--- src/rtl/obstacle_link_rx.sv ---
// Game-side receiver for the obstacle chip pin bus: walks the select line over
// both obstacles, double-samples the synchronised bus and publishes both atomically.
module obstacle_link_rx #(
  parameter int SETTLE_CYCLES = 3,
  parameter int MAX_RETRIES   = 3
) (
  input  logic       clk,
  input  logic       rst_n,
  input  logic       frame_start,
  input  logic [7:0] link_data_in,
  input  logic [7:0] link_hi_in,
  output logic       link_sel_out,
  output logic [8:0] obstacle1_pos,
  output logic [2:0] obstacle1_type,
  output logic [8:0] obstacle2_pos,
  output logic [2:0] obstacle2_type,
  output logic       update_valid,
  output logic       link_error,
  output logic       busy,
  output logic [2:0] dbg_state
);

  localparam logic [2:0] ST_IDLE     = 3'd0;
  localparam logic [2:0] ST_SETTLE   = 3'd1;
  localparam logic [2:0] ST_SAMPLE_A = 3'd2;
  localparam logic [2:0] ST_SAMPLE_B = 3'd3;
  localparam logic [2:0] ST_COMMIT   = 3'd4;

  localparam logic [3:0] L_SETTLE = 4'(SETTLE_CYCLES);
  localparam logic [2:0] L_RETRY  = 3'(MAX_RETRIES);

  // Handshake: frame_start is a one-cycle request taken only in IDLE; busy rises on
  // the accepting edge and falls on the COMMIT or fail edge; requests seen while
  // busy (including that final edge) are dropped, never queued.

  logic [2:0]  r_state;
  logic        r_idx;
  logic [3:0]  r_cnt;
  logic [2:0]  r_retry;
  logic [15:0] r_sync1;
  logic [15:0] r_sync2;
  logic [15:0] r_cap;
  logic [11:0] r_shadow1;
  logic [11:0] r_shadow2;
  logic        r_sel;
  logic [8:0]  r_obs1_pos;
  logic [2:0]  r_obs1_type;
  logic [8:0]  r_obs2_pos;
  logic [2:0]  r_obs2_type;
  logic        r_update;
  logic        r_err;
  logic        r_busy;

  logic [15:0] w_s;
  logic        w_match;
  logic        w_marker_ok;
  logic        w_fail;

  assign w_s         = r_sync2;
  assign w_match     = (w_s == r_cap);
  assign w_marker_ok = (w_s[15:12] == 4'hF);

  // A torn pair may be retried; a stable pair without the marker means no device.
  always_comb begin
    w_fail = 1'b0;
    if (r_state == ST_SAMPLE_B) begin
      w_fail = w_match ? !w_marker_ok : (r_retry >= L_RETRY);
    end
  end

  always_ff @(posedge clk or negedge rst_n) begin
    if (!rst_n) begin
      r_state     <= ST_IDLE;
      r_idx       <= 1'b0;
      r_cnt       <= 4'd0;
      r_retry     <= 3'd0;
      r_sync1     <= 16'd0;
      r_sync2     <= 16'd0;
      r_cap       <= 16'd0;
      r_shadow1   <= 12'd0;
      r_shadow2   <= 12'd0;
      r_sel       <= 1'b1;
      r_obs1_pos  <= 9'd0;
      r_obs1_type <= 3'd0;
      r_obs2_pos  <= 9'd0;
      r_obs2_type <= 3'd0;
      r_update    <= 1'b0;
      r_err       <= 1'b0;
      r_busy      <= 1'b0;
    end else begin
      r_sync1  <= {link_hi_in, link_data_in};
      r_sync2  <= r_sync1;
      r_update <= 1'b0;
      case (r_state)
        ST_IDLE: begin
          if (frame_start) begin
            r_idx   <= 1'b0;
            r_cnt   <= L_SETTLE;
            r_retry <= 3'd0;
            r_busy  <= 1'b1;
            r_state <= ST_SETTLE;
          end
        end
        ST_SETTLE: begin
          r_cnt <= r_cnt - 4'd1;
          if (r_cnt == 4'd1) r_state <= ST_SAMPLE_A;
        end
        ST_SAMPLE_A: begin
          r_cap   <= w_s;
          r_state <= ST_SAMPLE_B;
        end
        ST_SAMPLE_B: begin
          if (w_fail) begin
            r_err   <= 1'b1;
            r_sel   <= 1'b1;
            r_busy  <= 1'b0;
            r_state <= ST_IDLE;
          end else if (!w_match) begin
            r_retry <= r_retry + 3'd1;
            r_state <= ST_SAMPLE_A;
          end else begin
            r_retry <= 3'd0;
            if (!r_idx) begin
              r_shadow1 <= w_s[11:0];
              r_sel     <= 1'b0;
              r_idx     <= 1'b1;
              r_cnt     <= L_SETTLE;
              r_state   <= ST_SETTLE;
            end else begin
              r_shadow2 <= w_s[11:0];
              r_state   <= ST_COMMIT;
            end
          end
        end
        ST_COMMIT: begin
          r_obs1_pos  <= r_shadow1[8:0];
          r_obs1_type <= r_shadow1[11:9];
          r_obs2_pos  <= r_shadow2[8:0];
          r_obs2_type <= r_shadow2[11:9];
          r_update    <= 1'b1;
          r_err       <= 1'b0;
          r_sel       <= 1'b1;
          r_busy      <= 1'b0;
          r_state     <= ST_IDLE;
        end
        default: r_state <= ST_IDLE;
      endcase
    end
  end

  assign link_sel_out   = r_sel;
  assign obstacle1_pos  = r_obs1_pos;
  assign obstacle1_type = r_obs1_type;
  assign obstacle2_pos  = r_obs2_pos;
  assign obstacle2_type = r_obs2_type;
  assign update_valid   = r_update;
  assign link_error     = r_err;
  assign busy           = r_busy;
  assign dbg_state      = r_state;

endmodule

--- config.mk ---
export PLATFORM = sky130hd
export DESIGN_NAME = obstacle_link_rx
export DESIGN_NICKNAME = d
export VERILOG_FILES = /design/src/rtl/obstacle_link_rx.sv
export SDC_FILE = /design/constraint.sdc
export NUM_CORES = 1
export LEC_CHECK = 0
export ABC_AREA = 1
export CAP_MARGIN = 25
export CORE_UTILIZATION = 35
export DETAILED_ROUTE_END_ITERATION = 8
export PLACE_DENSITY = 0.51
export SLEW_MARGIN = 20
export SYNTH_ARGS = -nofsm -noshare
export SYNTH_HDL_FRONTEND = slang
export SYNTH_SLANG_ARGS = --single-unit
--- constraint.sdc ---
create_clock -name clk -period 2.07 [get_ports clk]
set_input_delay 0.3105 -clock clk [delete_from_list [all_inputs] [get_ports clk]]
set_output_delay 0.3105 -clock clk [all_outputs]
set_load 0.02 [all_outputs]
==> reports/summary.txt, run 1 <==
Port Buffers - 49
Commonest cells after routing, fill and taps aside - nand2_1 (206), dfrtp_1 (110), clkdlybuf4s50_1 (48), inv_1 (42), o21ai_0 (17)
Final WL - 8320 um
Leak Pwr - 2.80 nW
Nets - 561
Worst Path Buf+Inv - 1
Setup violations, final - 0
Endpoint class of the critical path - output pin
Slew headroom - 0.717
Unrepaired setup endpoints after global routing - no
Num ports - 50
Critical path class - flip-flop to output pin
CTS Sinks - 111
DR pass1 iterations - 4
Peak supply drop - 0.448 mV
GRT Util Overall - 0.148
H-tree depth - 3
Antenna violation net count after detailed routing - 0
Number of global-route vias before repair - 2980
Met2 routed WL - 3590 um
DP Area - 0.00516 sq mm
Final-layout fill cell count - 1198
Gpl congestion - 0.779
First-pass GRT wire length - 14700 um
Total Neg Setup Slack - 0 ps
Nature of the critical path startpoint - flip-flop
Worst slew pin tran - 423 ps
Core area - 0.0122 sq mm
Routed len/inst - 11.7 um
Crit Path Max Fanout - 6
Hold crit path type - flip-flop to flip-flop
Sequential fraction of the synthesis area - 0.623
Worst Skew - 9.47 ps
Arrival @ worst endpoint - 1480 ps
Routed wl met3 - 294 um
Yosys warns - 0
Largest net degree at the start of global routing - 43
Congestion Overflow GR - 0
Die area - 0.0132 sq mm
Crit path cell chain - clkdlybuf4s50_1
CTS tree - yes
Crit path max-delay family - buffers and inverters
HPWL reported at the end of detailed placement - 5840 um
Mapped Area - 0.00446 sq mm
Commonest non-fill, non-tap cell in the layout - nand2_1
Peak Freq - 559 MHz
Area grow syn2layout - 23.3%
Avg Vias per Cell - 4.32
Max cap viols - 0
Initial antenna violation count - 0
Post-route design area - 0.00550 sq mm
Vias - 3073
Slowest-stage cell, CP - clkdlybuf4s50_1
Seq cells post-synth - 111
Worst skew pair latency - 350 ps
Initial drt markers - 123
DRC - 0
Uppermost layer routed - met4
Yosys cell types - 27
Status - finished clean
Synth Area per Inst - 9.25 sq um
Initial Util - 0.365
Cell area power density - 1090 mW/mm^2
Worst-path clk slew - 70 ps
Row count - 40
Share of cells above drive strength 1 - 0.118
Wl on met1 - 4270 um
Cts repair resizes - 0
Die Y - 115 um
Tcrit/Tclk final - 0.865
Die W - 115 um
Final hold violations - 0
Synthesized instance count - 482
Setup WS pre-CTS - 270 ps
Antenna diodes - 0
Largest stage delay, worst path - 650 ps
CP required - 1760 ps
Minimum clock period - 1790 ps
Root Buffer - clkbuf_16
Max-slew violations - 0
Crit path setup slack, layout - 280 ps
CTS buffer count - 9
Syn Nets - 505
Max clock buf depth - 2
[cells in the mapped netlist]
cell | number | share of area
o21ai_0 | 17 | 0.019
nor3_4 | 1 | 0.0036
xor2_1 | 1 | 0.0020
dfrtp_1 | 110 | 0.62
a21oi_1 | 2 | 0.0022
nand3_4 | 1 | 0.0039
dfstp_2 | 1 | 0.0059
nand3b_1 | 1 | 0.0017
a31oi_1 | 1 | 0.0014
nand2_1 | 206 | 0.17
nand4_1 | 2 | 0.0028
ha_1 | 4 | 0.011
nand3_2 | 1 | 0.0022
o21ai_2 | 12 | 0.024
nand2_4 | 3 | 0.0076
inv_1 | 42 | 0.035
clkbuf_1 | 7 | 0.0059
o21ai_1 | 12 | 0.013
or2_2 | 2 | 0.0028
nor3_1 | 1 | 0.0011
buf_6 | 4 | 0.010
o211ai_1 | 2 | 0.0034
inv_2 | 12 | 0.010
nand3_1 | 13 | 0.015
nor2_2 | 8 | 0.011
nand2_2 | 1 | 0.0014
nor2_1 | 15 | 0.013
[power breakdown]
group	switching [mW]	leakage, nW	internal (mW)
Combinational	0.871	1.21	0.553
Clock	0.771	0.159	1.13
Sequential	0.215	1.43	2.47
[layer usage]
layer,vias to the layer above,track usage
met3,11,0.0295
met4,0,0.0753
met5,-,0
met2,51,0.222
li1,1593,-
met1,1418,0.202
[per-stage QoR]
stage	hold slack [ps]	instances	power, mW	util
6_report	349	711	6.01	0.450
2_1_floorplan	14.9	482	3.72	-
3_3_place_gp	250	694	4.14	0.422
3_5_place_dp	251	694	4.17	0.422
4_1_cts	351	711	6.11	0.450
5_1_grt	356	711	6.49	0.450
[kinds of logic after synthesis]
logic type      after synthesis  synth area share
xor+xnor                      1           0.00196
flops                       111             0.623
fa+ha+maj                     4            0.0112
buf+inv                      65            0.0614
compound gates               46            0.0631
simple gates                255             0.239
[final timing paths]
path,from,end,slack (ps),depth (start not counted)
max in group asynchronous,rst_n,r_idx,1100,3
min in group asynchronous,rst_n,r_shadow2[5],410,2
worst min register to register,r_sync1[13],r_sync2[13],350,0
worst max-delay path,dbg_state[2],dbg_state[2],280,1
worst min-delay path,r_sync1[13],r_sync2[13],350,0
worst max register to register,r_sync2[6],dbg_state[0],290,13
[final cells by class]
type / count / area, sq um / share of cell area
flip-flops and latches: 111 / 2780 / 0.505
multi-input cells: 306 / 1410 / 0.256
repair buffers: 56 / 568 / 0.103
clock buffers: 12 / 256 / 0.0466
well taps: 168 / 210 / 0.0382
inverters: 54 / 203 / 0.0369
clock inverters: 4 / 76.3 / 0.0139
[what timing repair did]
| action | in CTS | in global routing |
|---|---|---|
| hold buffers | 1 | 0 |
| endpoints found under the hold margin | 22 | 0 |
| setup buffers | 0 | 0 |
[sequential cells by signal, indices dropped and copies added (netlist names)]
name,cells
r_cap,16
r_sync1,16
r_sync2,16
r_shadow1,12
r_shadow2,12
obstacle1_pos,9
obstacle2_pos,9
r_cnt,4
dbg_state,3
obstacle1_type,3
obstacle2_type,3
r_retry,3
busy,1
link_error,1
link_sel_out,1
r_idx,1
update_valid,1
Power figures use the tool's default switching activity.
==> run 2: changes to the inputs <==
--- a/config.mk
+++ b/config.mk
@@ -10,6 +10,7 @@
 export CORE_UTILIZATION = 35
 export DETAILED_ROUTE_END_ITERATION = 8
 export PLACE_DENSITY = 0.51
+export REMOVE_ABC_BUFFERS = 1
 export SLEW_MARGIN = 20
 export SYNTH_ARGS = -nofsm -noshare
 export SYNTH_HDL_FRONTEND = slang
==> reports/summary.txt, run 2 (synthesis results as in run 1) <==
Gpl congestion - 0.761
Worst Skew - 7.73 ps
Tcrit/Tclk final - 0.883
Initial antenna violation count - 0
Setup WS pre-CTS - 215 ps
Most frequent CP cell - nand2_1
Number of global-route vias before repair - 3117
Post-CTS Setup Bufs - 0
Reg-to-reg slack, setup - 240 ps
Final WL - 8430 um
Max clock buf depth - 2
Final-layout fill cell count - 1228
Die area - 0.0132 sq mm
DR pass1 iterations - 4
Antenna diodes - 0
Reg-to-reg critical path endpoint - dbg_state[0]
Share of cells above drive strength 1 - 0.116
WHS - 349 ps
DP Area - 0.00515 sq mm
CTS Sinks - 111
Congestion Overflow GR - 0
Critical path class - flip-flop to flip-flop
Internal - 4.03 mW
Minimum clock period - 1830 ps
Die W - 115 um
Vias - 3096
Arrival @ worst endpoint - 2070 ps
Seq pwr share - 0.454
Clk pwr share - 0.299
Biggest registers after layout - r_cap (16), r_sync1 (16), r_sync2 (16)
Final hold violations - 0
Worst-path clk slew - 70 ps
Cts repair resizes - 0
Switching fraction of total power - 0.318
Post-route design area - 0.00547 sq mm
Crit Path Max Fanout - 25
Slew headroom - 0.703
Nature of the critical path startpoint - flip-flop
Status - finished clean
Core area - 0.0122 sq mm
Commonest cells after routing, fill and taps aside - nand2_1 (206), dfrtp_1 (110), clkdlybuf4s50_1 (48), inv_1 (42), o21ai_0 (17)
Crit path launch - r_sync2[1]
HPWL reported at the end of detailed placement - 5810 um
Commonest non-fill, non-tap cell in the layout - nand2_1
GRT Util Overall - 0.147
Row count - 40
Nets - 560
CP required - 2310 ps
Net Sw Power - 1.88 mW
CTS tree - yes
Comb power frac - 0.246
First-pass GRT wire length - 14700 um
Crit path cell chain - inv_2 -> nand2_1 -> nand2_1 -> nor2_1 -> nand2_1 -> nor2_2 -> nand2_4 -> nand2_4 -> nand2_2 -> nand2_4 -> nand2_1 -> nand2_1 -> nand2_1
Routed len/inst - 11.9 um
DRC - 0
Die Y - 115 um
Port Buffers - 49
Slowest-stage cell, CP - dfrtp_1
Max-slew violations - 0
Endpoint class of the critical path - flip-flop
Initial Util - 0.365
Setup violations, final - 0
CP endpoint - dbg_state[0]
Leak Pwr - 2.78 nW
RR Startpoint - r_sync2[1]
Total Neg Setup Slack - 0 ps
Area grow syn2layout - 22.6%
Antenna violation net count after detailed routing - 0
CTS buffer count - 9
Peak Freq - 547 MHz
Peak supply drop - 0.439 mV
Worst slew pin tran - 445 ps
Root Buffer - clkbuf_16
Num ports - 50
Hold crit path type - flip-flop to flip-flop
Max cap viols - 0
H-tree depth - 3
Cell area power density - 1080 mW/mm^2
Worst skew pair latency - 350 ps
Avg Vias per Cell - 4.36
Crit path setup slack, layout - 243 ps
Unrepaired setup endpoints after global routing - no
Largest stage delay, worst path - 410 ps
Initial drt markers - 160
Largest net degree at the start of global routing - 65
R2r worst-path depth - 13
run 2: changes by cell type in the layout (fill, tap and decap cells not counted), sizes merged:
cell	delta
bufinv	-1
buf	-1
clkinv	+1
run 2: metal layers:
metal	global-route usage	part of all wire	vias to the layer above
met4	0.0779	0.023	0
met3	0.0290	0.032	11
met5	0	0	-
met1	0.194	0.50	1446
li1	-	-	1590
met2	0.230	0.45	49
run 2: power by group through the flow:
stage	Sequential (mW)	Combinational (mW)	Clock, mW
after floorplan	2.73	0.981	0
after global placement	2.71	1.43	0
after detailed placement	2.72	1.48	0
after CTS	2.68	1.48	1.83
after global routing	2.73	1.71	1.91
final	2.68	1.46	1.77
run 2: how the worst min path moves through the flow:
stage	from	end	cells past startpoint
after CTS	r_sync1[5]	r_sync2[5]	0
after global placement	rst_n	r_sync2[7]	2
final	r_sync1[5]	r_sync2[5]	0
after global routing	r_sync1[5]	r_sync2[5]	0
after floorplan	rst_n	busy	0
after detailed placement	rst_n	r_sync1[2]	2
run 2: layout make-up:
class                   count  area (sq um)  area share
clock inverters             4          51.3     0.00938
clock buffers              12           256      0.0469
flip-flops and latches    111          2780       0.508
repair buffers             55           561       0.103
well taps                 168           210      0.0385
inverters                  54           203      0.0371
multi-input cells         306          1410       0.257
run 2: what timing repair did:
action | in CTS | in global routing
setup endpoints to repair | 0 | 0
hold buffers | 1 | 0
endpoints found under the hold margin | 85 | 0
run 2: worst max-delay path, delay by kind of cell (launching register included):
| kind | cells | cell delay (ps) |
|---|---|---|
| and+or+nand+nor | 12 | 1230 |
| buffers and inverters | 1 | 80 |
| DFF | 1 | 410 |
run 2: metrics by stage:
stage | util | total power, mW | cells
CTS | 0.448 | 5.99 | 710
floorplan | - | 3.71 | 471
global route | 0.448 | 6.35 | 710
detailed placement | 0.422 | 4.20 | 693
finish | 0.448 | 5.91 | 710
global placement | 0.422 | 4.15 | 693
==> RTL edit: new RTL, config.mk and constraints of run 2 <==
Add an input register stage for `frame_start`, `link_data_in` and `link_hi_in`, without a reset; this delays them by one clock. Comments in the files are not updated.
--- a/src/rtl/obstacle_link_rx.sv
+++ b/src/rtl/obstacle_link_rx.sv
@@ -30,2 +30,12 @@
   localparam logic [2:0] L_RETRY  = 3'(MAX_RETRIES);
+
+  logic frame_start_q;
+  logic [7:0] link_data_q;
+  logic [7:0] link_hi_q;
+
+  always_ff @(posedge clk) begin
+    frame_start_q <= frame_start;
+    link_data_q   <= link_data_in;
+    link_hi_q     <= link_hi_in;
+  end
 
@@ -90,3 +100,3 @@
     end else begin
-      r_sync1  <= {link_hi_in, link_data_in};
+      r_sync1  <= {link_hi_q, link_data_q};
       r_sync2  <= r_sync1;
@@ -95,3 +105,3 @@
         ST_IDLE: begin
-          if (frame_start) begin
+          if (frame_start_q) begin
             r_idx   <= 1'b0;
Function: changed (Yosys sat finds a counterexample within 4 cycles, from zero or initial values and one cycle with rst_n low).
==> RTL edit against run 2 <==
- synthesized area is 7.6% higher
- total power is 25% higher
- setup slack worse by 34 ps
- register-to-register slack better by 40 ps
- via count is 4.8% higher
- wire length is 0.46% lower
- highest routed layer unchanged
- cell area is 12% higher
- sequential cell count is 17 higher
==> RTL edit: results (changes against run 2) <==
Worst setup path
  – Max FO, Critical Path: 6 (-76%)
  – Crit path capture: dbg_state[2]
  – Worst R2R Setup Slack: 280 ps (+40 ps)
  – CP peak stage delay: 670 ps (+260 ps)
  – Reg-to-reg critical path startpoint: r_sync2[6]
  – Arrival time at the worst endpoint: 1550 ps (-520 ps)
  – Crit path max-delay family: buffers and inverters

Place
  – Inst Count DP: 720 (+3.9%)

Global routing
  – Gr usage total: 0.137 (-0.00961)
  – First-pass GRT wire length: 14.7 mm (about the same)

STA
  – Fin Clk Skew: 9.17 ps (+1.44 ps)

Logic synthesis
  – Synth async-reset ratio: 0.867 (-0.133)
  – XOR/XNOR share of the synthesized area: 0.00182 (-0.000139)
  – Synth cell count leaders: nand2_1, dfrtp_1, inv_1
  – Sequential share of the synthesized area: 0.650 (+0.0267)
  – Top cells by area, synth: dfrtp_1, nand2_1, dfxtp_1, inv_1, o21ai_2
  – Post-Synthesis Cells: 499 (+3.5%)

CTS
  – Clock latency on the worst-skew pair: 410 ps (+60 ps)
  – CTS Buf Count: 17 (+8)

Power
  – Static leakage: 0.00308 µW (+11%)
  – VDD IR-drop max: 0.552 mV (+26%)

Detailed routing
  – Total routed wirelength: 8.40 mm (-0.46%)
  – DRT iter0 DRCs: 158 (-1.3%)
  – Routed wire per std cell: 11.1 µm (-6.1%)
  – Post-DR vias/cell: 4.31 (-1.2%)

Final layout
  – Layout cells sized above 1: 0.140 (+0.0241)

Run status
  – Outcome: complete, no violations
-- RTL edit: cell types whose count changed after synthesis --
cell,run 2,this run
dfxtp_1,0,17
-- RTL edit: worst min path at each step --
| stage | to | slack [ps] | depth (start not counted) |
|---|---|---|---|
| 5_1_grt | link_data_q[0] | 320 | 1 |
| 2_1_floorplan | busy | 10 | 0 |
| 3_5_place_dp | r_sync1[1] | 320 | 0 |
| 6_report | r_sync1[6] | 330 | 0 |
| 3_3_place_gp | r_sync1[15] | 320 | 0 |
| 4_1_cts | link_hi_q[6] | 320 | 1 |
-- RTL edit: power by group through the flow --
stage | sequential [µW] | clock [µW] | combinational [µW]
final | 3010 | 3020 | 1380
after CTS | 3010 | 3110 | 1400
after global routing | 3040 | 3240 | 1610
after detailed placement | 3050 | 0 | 1390
after global placement | 3030 | 0 | 1360
after floorplan | 3050 | 0 | 940
-- RTL edit: cells by family after synthesis --
group	after synthesis
simple gates	255
fa+ha+maj	4
xor+xnor	1
buf+inv	65
compound gates	46
flops	128
-- RTL edit: metrics by stage --
step / worst slack [ps] / instance area [µm²] / utilization
6_report: 209 / 6140 / 0.462
5_1_grt: 94.0 / 6140 / 0.462
4_1_cts: 186 / 6140 / 0.462
3_5_place_dp: 262 / 5510 / 0.415
3_3_place_gp: 291 / 5510 / 0.415
2_1_floorplan: 162 / 4730 / -
-- RTL edit: area by class of cell --
class                      count  area (µm²)
clock inverter                10         134
fill                        1264        7150
inverter                      54         203
timing repair buffer          57         576
clock buffer                  22         484
tap                          176         220
sequential                   128        3120
multi-input combinational    306        1410
-- RTL edit: metal layers --
layer  part of all wire  global-route usage
met4              0.026              0.0807
met3              0.035              0.0436
met5                  0                   0
met1               0.50               0.187
met2               0.44               0.190
